===== config.mk =====
export PLATFORM = sky130hd
export DESIGN_NAME = fetch_stage
export DESIGN_NICKNAME = d
export VERILOG_FILES = /design/src/rtl/mips_pkg.sv /design/src/rtl/fetch_npc_calc.sv /design/src/rtl/fetch_stage.sv
export SDC_FILE = /design/constraint.sdc
export NUM_CORES = 1
export LEC_CHECK = 0
export ABC_AREA = 1
export BUFFER_PORTS_ARGS = -buffer_cell sky130_fd_sc_hd__buf_2
export CAP_MARGIN = 20
export CORE_MARGIN = 1.5
export CORE_UTILIZATION = 57
export DETAILED_ROUTE_END_ITERATION = 8
export GPL_ROUTABILITY_DRIVEN = 1
export HOLD_SLACK_MARGIN = 0.05
export PLACE_DENSITY_LB_ADDON = 0.08
export REMOVE_ABC_BUFFERS = 1
export SLEW_MARGIN = 0
export SYNTH_ARGS = -nofsm -noshare
export SYNTH_HDL_FRONTEND = slang
export SYNTH_SLANG_ARGS = --single-unit

===== constraint.sdc =====
create_clock -name clk -period 3.5 [get_ports clk]
set_clock_uncertainty 0.2 [all_clocks]
set_input_delay 0.7 -clock clk [delete_from_list [all_inputs] [get_ports clk]]
set_output_delay 0.7 -clock clk [all_outputs]
set_load 0.02 [all_outputs]

===== src/rtl/mips_pkg.sv =====
// Shared encodings for the MIPS fetch path: redirect commands, fetch FSM states
// and reset/nop constants.
package mips_pkg;

  localparam logic [1:0] NPC_SEQ = 2'b00;
  localparam logic [1:0] NPC_BR  = 2'b01;
  localparam logic [1:0] NPC_J   = 2'b10;
  localparam logic [1:0] NPC_JR  = 2'b11;

  typedef enum logic {
    FETCH = 1'b0,
    HOLD  = 1'b1
  } fstate_e;

  localparam logic [31:0] NOP_INSTR    = 32'h0000_0000;
  localparam logic [31:0] RESET_PC_DEF = 32'h0000_3000;

endpackage


===== src/rtl/fetch_npc_calc.sv =====
// Redirect target for the instruction resolved in D; purely combinational.
module npc_calc
  import mips_pkg::*;
(
  input  logic [1:0]  npc_sel,
  input  logic [31:0] PC4_D,
  input  logic [15:0] imm16_D,
  input  logic [25:0] index26_D,
  input  logic [31:0] jr_target_D,
  output logic [31:0] target_o,
  output logic        redir_o
);

  always_comb begin
    target_o = PC4_D;
    case (npc_sel)
      NPC_BR:  target_o = PC4_D + {{14{imm16_D[15]}}, imm16_D, 2'b00};
      NPC_J:   target_o = {PC4_D[31:28], index26_D, 2'b00};
      NPC_JR:  target_o = jr_target_D;
      default: target_o = PC4_D;
    endcase
    redir_o = (npc_sel != NPC_SEQ);
  end

endmodule


===== src/rtl/fetch_stage.sv =====
// MIPS F stage: owns the PC, talks to a variable-latency imem, and feeds F/D
// while honouring stalls and a one-instruction delay slot.
module fetch_stage
  import mips_pkg::*;
#(
  parameter logic [31:0] RESET_PC = RESET_PC_DEF
) (
  input  logic        clk,
  input  logic        reset,
  input  logic        stall,
  input  logic [1:0]  npc_sel,
  input  logic [31:0] PC4_D,
  input  logic [15:0] imm16_D,
  input  logic [25:0] index26_D,
  input  logic [31:0] jr_target_D,
  output logic        imem_req,
  output logic [31:0] imem_addr,
  input  logic [31:0] imem_rdata,
  input  logic        imem_ready,
  output logic [31:0] PC_F_D,
  output logic [31:0] PC4_F_D,
  output logic [31:0] Instr_F_D,
  output logic        F_D_RegEn
);

  fstate_e     state_q, state_d;
  logic [31:0] pc_q, pc_d;
  logic [31:0] hold_instr_q, hold_instr_d;
  logic        pend_valid_q, pend_valid_d;
  logic [31:0] pend_pc_q, pend_pc_d;

  logic [31:0] target;
  logic        redir, avail, take;
  logic [31:0] next_pc;

  npc_calc u_npc (
    .npc_sel     (npc_sel),
    .PC4_D       (PC4_D),
    .imm16_D     (imm16_D),
    .index26_D   (index26_D),
    .jr_target_D (jr_target_D),
    .target_o    (target),
    .redir_o     (redir)
  );

  always_comb begin
    imem_req  = (state_q == FETCH) & ~reset;
    imem_addr = pc_q;
    PC_F_D    = pc_q;
    PC4_F_D   = pc_q + 32'd4;
    F_D_RegEn = ~stall;
    avail     = (state_q == HOLD) | ((state_q == FETCH) & imem_ready);
    take      = avail & ~stall;

    Instr_F_D = NOP_INSTR;
    if (!reset) begin
      if (state_q == HOLD)  Instr_F_D = hold_instr_q;
      else if (imem_ready)  Instr_F_D = imem_rdata;
    end

    // A redirect arriving this cycle overrides one left pending from a stall.
    if (redir)             next_pc = target;
    else if (pend_valid_q) next_pc = pend_pc_q;
    else                   next_pc = pc_q + 32'd4;

    state_d      = state_q;
    pc_d         = pc_q;
    hold_instr_d = hold_instr_q;
    pend_valid_d = pend_valid_q;
    pend_pc_d    = pend_pc_q;

    if (take) begin
      pc_d         = next_pc;
      state_d      = FETCH;
      pend_valid_d = 1'b0;
    end else begin
      if (redir) begin
        pend_valid_d = 1'b1;
        pend_pc_d    = target;
      end
      // Capture returned data so the request can drop without a refetch.
      if ((state_q == FETCH) && imem_ready && stall) begin
        hold_instr_d = imem_rdata;
        state_d      = HOLD;
      end
    end
  end

  always_ff @(posedge clk) begin
    if (reset) begin
      pc_q         <= RESET_PC;
      state_q      <= FETCH;
      hold_instr_q <= NOP_INSTR;
      pend_valid_q <= 1'b0;
      pend_pc_q    <= 32'h0;
    end else begin
      pc_q         <= pc_d;
      state_q      <= state_d;
      hold_instr_q <= hold_instr_d;
      pend_valid_q <= pend_valid_d;
      pend_pc_q    <= pend_pc_d;
    end
  end

endmodule


# ---- Word-level counts from Yosys, hierarchy flattened
# Index checks and enable logic that the tools add are counted.
dict set report totals {
  regBits 98
  input_bits 144
  output_inout_bits 130
  word_cells 30
}
dict set report op_classes {
  addsub 2
  n_eq_ne 3
  n_mux 6
  bitwise_logic 8
  reduce_logical 6
}
# cell n
set op_table {}
lappend op_table {{32-bit 2-to-1 mux} 5}
lappend op_table {{32-bit one-hot mux with 3 select lines} 1}
lappend op_table {{32-bit by 3-bit adder with 32-bit output, second input constant} 1}
lappend op_table {{32-bit adder} 1}
lappend op_table {{2-bit == test, second input constant} 2}
lappend op_table {{1-bit inverter} 4}
lappend op_table {{2-bit AND reduction} 2}
lappend op_table {{1-bit AND} 3}
lappend op_table {{2-bit by 1-bit == test with 1-bit output, second input constant} 1}
lappend op_table {{1-bit logical AND} 2}
lappend op_table {{2-bit nonzero test} 1}
lappend op_table {{2-bit OR reduction} 1}
lappend op_table {{1-bit OR} 1}

# ---- Logic depth before layout (Yosys ltp)
# Gate-level depths: netlist of run 1.
dict set report logic_depth {
  ltp_word 6
  ltp_mapped 16
  ltp_nobuf 16
}

# ---- Cells and area by module
# A second synthesis of run 1 with hierarchy kept.
dict set report hier_totals {
  hier_cells 1419
  area_unflattened_um2 8395.6
}
# mod instances cells_each area_each_um2 seq_area_each_um2
set modules_own_cells {}
lappend modules_own_cells {fetch_stage 1 809 5418.9 1961.9}
lappend modules_own_cells {npc_calc 1 610 2976.6 0.0}

# ---- Worst setup path after synthesis of run 1
# OpenSTA, ideal clock, no wires.
dict set report synth_path {
  path_kind {input -> output}
  from {input imem_ready}
  to {output Instr_F_D[11]}
  t_arrival_ns 1.743
  t_required_ns 2.600
  slack_ns 0.857
  stages 6
  n_path_buf 2
  cell_sequence {inv_1 nor2_1 buf_2 buf_1 nand2_1 a21oi_1}
}
dict set report synth_between {
  elab_chain_cells 3
}
# element line_no
set synth_lines {}
lappend synth_lines {{from (decl)} fetch_stage.sv:19} ;# input logic imem_ready,
lappend synth_lines {{32-bit 2-to-1 mux} fetch_stage.sv:58} ;# else if (imem_ready) Instr_F_D = imem_rdata;
lappend synth_lines {{32-bit 2-to-1 mux} fetch_stage.sv:57} ;# if (state_q == HOLD) Instr_F_D = hold_instr_q;
lappend synth_lines {{32-bit 2-to-1 mux} fetch_stage.sv:56} ;# if (!reset) begin
lappend synth_lines {{to (decl)} fetch_stage.sv:22} ;# output logic [31:0] Instr_F_D,
# No other way between the ends.

# ---- Worst setup path after layout of run 1
dict set report layout_path {
  from {register pc_q[11] (netlist: PC_F_D[11])}
  to {output PC4_F_D[14]}
}
dict set report layout_between {
  elab_chain_cells 1
}
# element line_no
set layout_lines {}
lappend layout_lines {{from (decl)} fetch_stage.sv:27} ;# logic [31:0] pc_q, pc_d;
lappend layout_lines {{from (signal assigned)} fetch_stage.sv:97} ;# pc_q <= pc_d;
lappend layout_lines {{32-bit by 3-bit adder with 32-bit output} fetch_stage.sv:50} ;# PC4_F_D = pc_q + 32'd4;
lappend layout_lines {{to (decl)} fetch_stage.sv:21} ;# output logic [31:0] PC4_F_D,
# No other way between the ends.

==> results of run 1 <==
[through the flow]
| stage | total power (uW) | instances |
|---|---|---|
| after floorplan | 2010 | 1397 |
| after global placement | 2420 | 1873 |
| after detailed placement | 2440 | 1873 |
| after CTS | 3440 | 1888 |
| after global routing | 3650 | 1888 |
| final | 3460 | 1888 |
[worst max-delay path, cell delays in order (launching register included)]
cell and delay [ns]:
dfxtp_1 0.42, inv_1 0.11, nor3_1 0.36, nand2_1 0.18
nor2_1 0.27, xor2_1 0.33, buf_2 0.23
[area by class of cell]
type | count | area (sq um) | area share (%)
clock buffer | 9 | 225 | 2.24
inverter | 237 | 890 | 8.86
clock inverter | 6 | 72.6 | 0.723
multi-input combinational | 1062 | 5140 | 51.2
sequential | 98 | 1960 | 19.5
tap | 184 | 230 | 2.29
timing repair buffer | 292 | 1520 | 15.2
[path summary, 6_finish.rpt]
kind / depth (start not counted) / slack (ns) / to
max: 6 / 0.35 / PC4_F_D[14]
min: 2 / 0.26 / hold_instr_q[8]
max reg2reg: 11 / 1.19 / PC_F_D[30]
min reg2reg: 2 / 0.26 / hold_instr_q[8]
[logic make-up (layout without fill, tap and decap cells)]
group	Yosys count	count (layout)	share of synthesized area, %
fa+ha+maj	31	31	4.67
compound gates	230	230	14.6
buf+inv	330	544	16.3
xor+xnor	19	19	1.96
flops	98	98	23.2
simple gates	782	782	39.3
[routing by layer]
layer | global-route usage, % | vias up
li1 | - | 5093
met1 | 44.9 | 4485
met2 | 55.4 | 469
met3 | 5.20 | 82
met4 | 13.2 | 0
met5 | 0 | -
[registers in the layout (all words and copies together), names as in the netlist]
signal,cells
PC_F_D,32
hold_instr_q,32
pend_pc_q,32
pend_valid_q,1
state_q,1
[cell usage in the layout, fill, tap and decap left out, types with 10 or more instances in the layout]
cell type / n
buf_4: 19
xor2_1: 16
buf_2: 272
o21ai_0: 45
nand2_1: 468
ha_1: 30
nor2_1: 96
nand4_1: 10
a21oi_1: 146
nand3_1: 159
inv_1: 232
dfxtp_1: 98
nor3_1: 14
[power by group]
| group | switching, uW | total [uW] | leakage, uW | internal, uW |
|---|---|---|---|---|
| registers | 71.6 | 1270 | 0.000808 | 1200 |
| clock network | 456 | 1020 | 0.000148 | 561 |
| logic | 772 | 1170 | 0.00463 | 394 |
==> impl_metrics.csv, run 1 <==
group,metric,value,unit
sta,tns,0,ns
cts,insertion_delay,0.35,ns
route,met3WireLength,2250,um
route,num_vias,10100,
route,drc,0,
route,drt_iter0_markers,976,
cts,clockRootBuffer,"clkbuf_16",
pwr,p_leak,0.00558,uW
sta,period_share,89.9,%
cells_and_area,drive_gt1_share,19.5,%
logic_synthesis,syn_avg_cell_area,5.68,sq um
cts,cts_hold_buf,0,
status,status,"complete, no violations",
cts,cts_resized,0,
cts,htree_levels,3,
critical_path,cp-start-kind,"flip-flop",
grt,overflow,0,
logic_synthesis,synth_edf_count,0,
cells_and_area,design_area,10000,sq um
grt,grt_pass1_vias,9075,
cells_and_area,utilization,69.1,%
die,start_util,58.3,%
critical_path,crit_type,"reg2out",
placed_design,place_area,9740,sq um
cells_and_area,nFillCells,1423,
logic_synthesis,ys_types,40,
critical_path,end_kind,"primary output",
route,firstDrtPassIters,6,
placed_design,dp_hpwl,20800,um
cts,clock_sinks,98,
grt,antenna_found_initial,0,
die,dieArea,15600,sq um
logic_synthesis,yosysTopAreaCellShare,23.2,%
hold_path,min_from,"hold_instr_q[8]",
route,drt_wl_total,26800,um
sta,max-slew-margin-rel,26.2,%
cells_and_area,nets,1875,
route,drt-met1-wl,11400,um
sta,hold_violations,0,
cells_and_area,area_growth,18.5,%
critical_path,worst-endpoint-arrival,2.25,ns
critical_path,startpoint,"PC_F_D[11]",
logic_synthesis,synth_ff_type,"dfxtp_1",
hold_path,hold_path_class,"reg2reg",
cells_and_area,n_antenna_cell,0,
sta,rsz0062_at_grt,"no",
cts,cts_buffers,9,
critical_path,r2r-start,"PC_F_D[11]",
route,wire_per_inst,14.2,um
grt,grt_max_degree,66,
placed_design,dp_slack,0.543,ns
logic_synthesis,yosys-top-cells-count,"nand2_1, inv_1, nand3_1",
logic_synthesis,yosys.cell_count.top_type,"nand2_1",
die,fp-row-count,44,
logic_synthesis,synth-async-reset-ratio,0,%
die,die_width,125,um
logic_synthesis,synth_cells,1490,
job,maxCapViolations,0,
sta,fmax,318,MHz
sta,finalMaxSlewViolations,0,
logic_synthesis,syn-cell-area,8470,sq um
die,dieHeight,125,um
placed_design,io_buffers,273,
route,routed_via_density,5.36,
die,io_pins,274,
sta,whs,0.260,ns
cts,cts_tree,"built",
route,met2_length,12200,um
grt,grt_pass1_wl,43500,um
route,ant_nets,0,
cts,clk_pin_slew_worst_paths,0.07,ns
placed_design,place.gp.congestion,1.00,
cts,post-cts-setup-buffers,0,
sta,period_needed,3.15,ns
logic_synthesis,synth_area_leaders,"dfxtp_1, nand2_1, inv_1",
critical_path,crit_fanout,5,
sta,finalSetupViolations,0,
die,core,14500,sq um
cts,clk_path_buf_depth,2,
logic_synthesis,yosysSeqAreaShare,23.2,%
logic_synthesis,ys_warn_count,0,
sta,tightestPinTransition,1.10,ns
logic_synthesis,synth_area_leader_cell,"dfxtp_1",
grt,grt_usage,33.9,%
sta,setup_slack,0.352,ns
critical_path,required,2.60,ns
pwr,powerDensity,344,nW/um^2
logic_synthesis,synth-seq-cells,98,
pwr,ir_worst_vdd,0.243,mV
route,top_layer_used,"met4",
Power figures use the tool's default switching activity.
==> run 2, diff against run 1 <==
BUFFER_PORTS_ARGS = not set   (was -buffer_cell sky130_fd_sc_hd__buf_2)
CORE_UTILIZATION = 70   (was 57)
DONT_BUFFER_PORTS = 1   (was not set)
==> impl_metrics.csv, run 2 (synthesis results as in run 1) <==
group,metric,value,unit
die,core,11600,sq um
pwr,pwr-share-seq,39.4,%
placed_design,dp_hpwl,19200,um
cells_and_area,nets,1615,
critical_path,required,2.60,ns
route,firstDrtPassIters,9,
cts,insertion_delay,0.36,ns
pwr,ir_worst_vdd,0.257,mV
cells_and_area,design_area,8740,sq um
cells_and_area,utilization,75.2,%
placed_design,io_buffers,0,
cells_and_area,layout_common_cells,"nand2_1, inv_1, nand3_1",
grt,antenna_found_initial,0,
critical_path,cp-start-kind,"flip-flop",
route,drt_iter0_markers,892,
grt,overflow,0,
hold_path,hold_end,"pend_pc_q[1]",
sta,rsz0062_at_grt,"no",
route,drc,0,
critical_path,r2r_end,"PC_F_D[29]",
cells_and_area,drive_gt1_share,5.05,%
placed_design,place.gp.congestion,1.04,
sta,period_needed,3.31,ns
grt,grt_usage,39.4,%
die,dieArea,12800,sq um
die,dieHeight,113,um
hold_path,min_path_cells,1,
cts,cts_buffers,9,
route,routed_via_density,5.90,
critical_path,crit_fanout,6,
cts,cts_tree,"built",
sta,tightestPinTransition,1.07,ns
grt,grt_max_degree,118,
placed_design,place_area,8440,sq um
sta,whs,0.253,ns
cells_and_area,multi_input_area,5140,sq um
die,die_width,113,um
critical_path,crit_type,"reg2out",
pwr,p_sw,1260,uW
grt,grt_pass1_vias,8152,
grt,grt_pass1_wl,40300,um
cts,clock_sinks,98,
job,maxCapViolations,0,
status,status,"complete, no violations",
cts,cts_hold_buf,0,
route,num_vias,9372,
critical_path,ff2ff_path_depth,11,
cells_and_area,n_antenna_cell,0,
route,drt_wl_total,25300,um
sta,finalSetupViolations,0,
cts,cts_resized,0,
route,ant_nets,0,
sta,period_share,94.6,%
sta,max-slew-margin-rel,28.7,%
cts,post-cts-setup-buffers,0,
die,fp-row-count,39,
cells_and_area,area_growth,3.15,%
critical_path,end_kind,"primary output",
pwr,p_int,2000,uW
cts,htree_levels,3,
cells_and_area,fin_cells,1588,
critical_path,r2r-start,"PC_F_D[9]",
hold_path,min_from,"reset",
pwr,powerDensity,373,nW/um^2
critical_path,r2r_setup_slack,0.87,ns
pwr,pwr-share-clk,30.7,%
route,wire_per_inst,16.0,um
cells_and_area,seq_area,1960,sq um
pwr,p_comb_share,29.9,%
sta,finalMaxSlewViolations,0,
sta,hold_violations,0,
sta,tns,0,ns
cells_and_area,final_common_cell,"nand2_1",
cts,clockRootBuffer,"clkbuf_16",
pwr,swShare,38.7,%
critical_path,worst-endpoint-arrival,2.41,ns
cts,clk_path_buf_depth,2,
cells_and_area,nFillCells,1015,
pwr,p_leak,0.00444,uW
sta,fmax,302,MHz
die,start_util,72.9,%
cts,clk_pin_slew_worst_paths,0.08,ns
hold_path,hold_path_class,"in2reg",
die,io_pins,274,
placed_design,placedCellCount,1572,
-- run 2: cell count changes in the layout (fill, tap and decap cells not counted) --
cell	change
clkinvlp_4	+2
clkinv_8	+1
buf_4	+11
bufinv_16	-1
inv_6	-1
buf_16	+1
inv_8	+1
buf_2	-272
clkinv_2	-1
-- run 2: worst max-delay path, cell delays in order, from the launching register on --
cell and delay (ns):
dfxtp_1 0.69, nand2_1 0.20, nor2_1 0.18, nand2_1 0.12
nor3_2 0.31, xor2_1 0.55
-- run 2: routing by layer --
metal  vias up  routed length, um  GRT usage (%)  share of wire (%)
met2       529              11600           64.2                 46
met5         -                  0              0                  0
li1       4566                  -              -                  -
met1      4196              10300           52.3                 40
met3        81               2610           7.12                 10
met4         0                857           15.3                3.4
-- run 2: how the worst max path moves through the flow --
stage / startpoint / to / cells past startpoint
final: PC_F_D[9] / PC4_F_D[21] / 5
after detailed placement: PC4_D[2] / pend_pc_q[16] / 15
after global placement: PC_F_D[9] / PC4_F_D[21] / 5
after global routing: PC_F_D[9] / PC4_F_D[21] / 5
after floorplan: imem_ready / state_q / 4
after CTS: PC_F_D[9] / PC4_F_D[21] / 5
-- run 2: power by group through the flow --
stage                     sequential, uW  combinational, uW  clock, uW
after floorplan                     1360                649          0
after global placement              1310                921          0
after detailed placement            1310                947          0
after CTS                           1280                956        997
after global routing                1290               1090       1040
final                               1280                975        999
-- run 2: final cells by class --
type / count / area share, %
Multi-Input combinational cell: 1062 / 58.8
Sequential cell: 98 / 22.5
Inverter: 237 / 10.2
Timing Repair Buffer: 32 / 3.12
Clock buffer: 9 / 2.58
Tap cell: 143 / 2.05
Clock inverter: 7 / 0.816
-- run 2: through the flow --
| step | setup slack, ns | total power, uW |
|---|---|---|
| after global routing | 0.143 | 3420 |
| after global placement | 0.667 | 2230 |
| final | 0.190 | 3260 |
| after CTS | 0.260 | 3230 |
| after floorplan | -0.995 | 2010 |
| after detailed placement | 0.613 | 2250 |
==> run 3, diff against run 2 <==
--- a/config.mk
+++ b/config.mk
@@ -7,7 +7,6 @@
 export LEC_CHECK = 0
-export ABC_AREA = 1
 export CAP_MARGIN = 20
-export CORE_MARGIN = 1.5
-export CORE_UTILIZATION = 70
+export CORE_AREA = 2 2 106 108
 export DETAILED_ROUTE_END_ITERATION = 8
+export DIE_AREA = 0 0 108 110
 export DONT_BUFFER_PORTS = 1
--- a/constraint.sdc
+++ b/constraint.sdc
@@ -4,2 +4,2 @@
 set_output_delay 0.7 -clock clk [all_outputs]
-set_load 0.02 [all_outputs]
+set_load 0.01 [all_outputs]
==> impl_metrics.csv, run 3 <==
group,metric,value,unit
status,status,"complete, no violations",
logic_synthesis,ys_types,62,
sta,hold_violations,0,
logic_synthesis,yosys-top-cells-count,"nand2_1, nor2_1, a21oi_1",
route,firstDrtPassIters,6,
critical_path,required,2.60,ns
route,routed_via_density,6.72,
cts,cts_buffers,9,
cells_and_area,final_common_cell,"nand2_1",
route,drt_iter0_markers,959,
critical_path,ff2ff_path_depth,8,
critical_path,cp-start-kind,"flip-flop",
sta,period_share,97.4,%
route,drc,0,
sta,max-slew-margin-rel,36.2,%
cells_and_area,n_antenna_cell,0,
route,drt_wl_total,21800,um
pwr,powerDensity,378,nW/um^2
critical_path,crit_slowest_cell,"or4b_4",
cells_and_area,design_area,7420,sq um
sta,finalSetupViolations,0,
placed_design,dp_hpwl,16000,um
hold_path,min_path_cells,1,
grt,antenna_found_initial,0,
logic_synthesis,ys_warn_count,0,
cts,insertion_delay,0.37,ns
die,dieArea,11900,sq um
logic_synthesis,synth_cells,1016,
hold_path,min_from,"reset",
sta,period_needed,3.41,ns
cells_and_area,layout_common_cells,"nand2_1, nor2_1, a21oi_1",
cts,htree_levels,3,
logic_synthesis,synth_area_leader_cell,"dfxtp_1",
cells_and_area,utilization,69.3,%
logic_synthesis,syn_avg_cell_area,7.18,sq um
cts,clockRootBuffer,"clkbuf_8",
route,num_vias,7343,
grt,grt_pass1_wl,33300,um
critical_path,r2r-start,"PC_F_D[6]",
grt,grt_pass1_vias,6686,
placed_design,io_buffers,0,
critical_path,critical-path-top-delay-family,"simple AND/OR/NAND/NOR gates",
pwr,total_power,2800,uW
die,core,10700,sq um
cells_and_area,area_growth,1.65,%
sta,fmax,293,MHz
logic_synthesis,yosys.cell_count.top_type,"nand2_1",
logic_synthesis,synth_edf_count,0,
sta,tns,0,ns
critical_path,path_buf_inv,0,
cells_and_area,drive_gt1_share,7.97,%
job,maxCapViolations,0,
pwr,ir_worst_vdd,0.267,mV
critical_path,r2r_setup_slack,0.65,ns
route,wire_per_inst,20.0,um
cts,clk_path_buf_depth,2,
critical_path,worst-endpoint-arrival,2.51,ns
die,start_util,68.2,%
cts,clk_pin_slew_worst_paths,0.09,ns
hold_path,hold_path_class,"in2reg",
placed_design,place_area,7210,sq um
grt,grt_max_degree,134,
critical_path,end_kind,"primary output",
die,die_width,108,um
logic_synthesis,synth-async-reset-ratio,0,%
critical_path,crit_chain,"and4_1 > and3_1 > or4b_4 > nor3_4 > nand3_2 > xnor2_2",
cts,clock_sinks,98,
critical_path,cp_slowest_stage_delay,0.56,ns
cts,cts_hold_buf,0,
logic_synthesis,synth_area_leaders,"dfxtp_1, nand2_1, nor2_1",
die,fp-row-count,38,
sta,finalMaxSlewViolations,0,
critical_path,crit_type,"reg2out",
cells_and_area,nFillCells,902,
cts,cts_tree,"built",
placed_design,place.gp.congestion,0.957,
route,ant_nets,0,
logic_synthesis,syn-cell-area,7300,sq um
cells_and_area,nets,1125,
grt,overflow,0,
critical_path,r2r_end,"PC_F_D[27]",
hold_path,hold_end,"hold_instr_q[12]",
sta,rsz0062_at_grt,"no",
die,dieHeight,110,um
critical_path,crit_fanout,6,
logic_synthesis,yosysTopAreaCellShare,26.9,%
logic_synthesis,synth-seq-cells,98,
sta,tightestPinTransition,0.958,ns
grt,grt_usage,35.2,%
logic_synthesis,yosysSeqAreaShare,26.9,%
logic_synthesis,synth_ff_type,"dfxtp_1",
die,io_pins,274,
pwr,p_leak,0.00291,uW
run 3: cell types whose count changed after synthesis, moves of 20 or more:
| cell | delta |
|---|---|
| inv_1 | -220 |
| a221oi_1 | +34 |
| o21ai_0 | -20 |
| nand3_1 | -142 |
| nor2_1 | +57 |
| clkbuf_1 | +25 |
| a211oi_1 | +45 |
| nand2_1 | -305 |
| a21oi_1 | -46 |
run 3: through the flow:
| step | instances | hold WS [ns] | setup slack, ns |
|---|---|---|---|
| 5_1_grt | 1093 | 0.179 | 0.00827 |
| 3_5_place_dp | 1079 | 0.240 | 0.127 |
| 3_3_place_gp | 1079 | 0.235 | 0.306 |
| 6_report | 1093 | 0.222 | 0.0916 |
| 2_1_floorplan | 908 | 0.230 | -0.763 |
| 4_1_cts | 1093 | 0.187 | 0.0000795 |
run 3: worst max path at each step:
stage	startpoint	to	slack [ns]	depth (start not counted)
global placement	PC4_D[2]	PC_F_D[24]	0.31	11
CTS	PC_F_D[6]	PC4_F_D[27]	0.00008	6
detailed placement	PC4_D[2]	pend_pc_q[22]	0.13	11
global route	PC_F_D[6]	PC4_F_D[27]	0.008	6
floorplan	state_q	pend_pc_q[14]	-0.76	5
finish	PC_F_D[6]	PC4_F_D[27]	0.09	6
run 3: kinds of logic after synthesis:
logic type | Yosys count | share of synthesized area [%]
AO/OA/AOI/OAI | 303 | 28.0
flip-flops | 98 | 26.9
buffers and inverters | 120 | 7.92
multiplexers | 15 | 2.19
adder cells (fa/ha/maj) | 31 | 5.42
AND/OR/NAND/NOR | 405 | 24.1
XOR/XNOR | 44 | 5.49
run 3: routing by layer:
| metal | up-vias | wire, um | global-route usage, % |
|---|---|---|---|
| met2 | 406 | 10000 | 58.6 |
| met1 | 3406 | 8630 | 43.6 |
| met5 | - | 0 | 0 |
| met4 | 0 | 797 | 15.6 |
| li1 | 3471 | - | - |
| met3 | 60 | 2390 | 8.11 |
run 3: timing repair:
item / 4_1_cts / 5_1_grt
gates resized for setup: 1 / 3
buffers inserted: 0 / 0
pin swaps: 0 / 1
setup endpoints to repair: 5 / 4
run 3: layout make-up:
class	instances	area, sq um	area share (%)
Clock inverter	2	37.5	0.506
Inverter	12	45.0	0.607
Sequential cell	98	1970	26.5
Timing Repair Buffer	31	245	3.31
Multi-Input combinational cell	798	4790	64.6
Tap cell	140	175	2.36
Clock buffer	12	155	2.09
run 3: power by group:
group	internal [uW]	leakage (uW)	switching (uW)
Combinational	295	0.00201	484
Clock	362	0.0000946	375
Sequential	1200	0.000808	87.4
Total	1850	0.00291	946
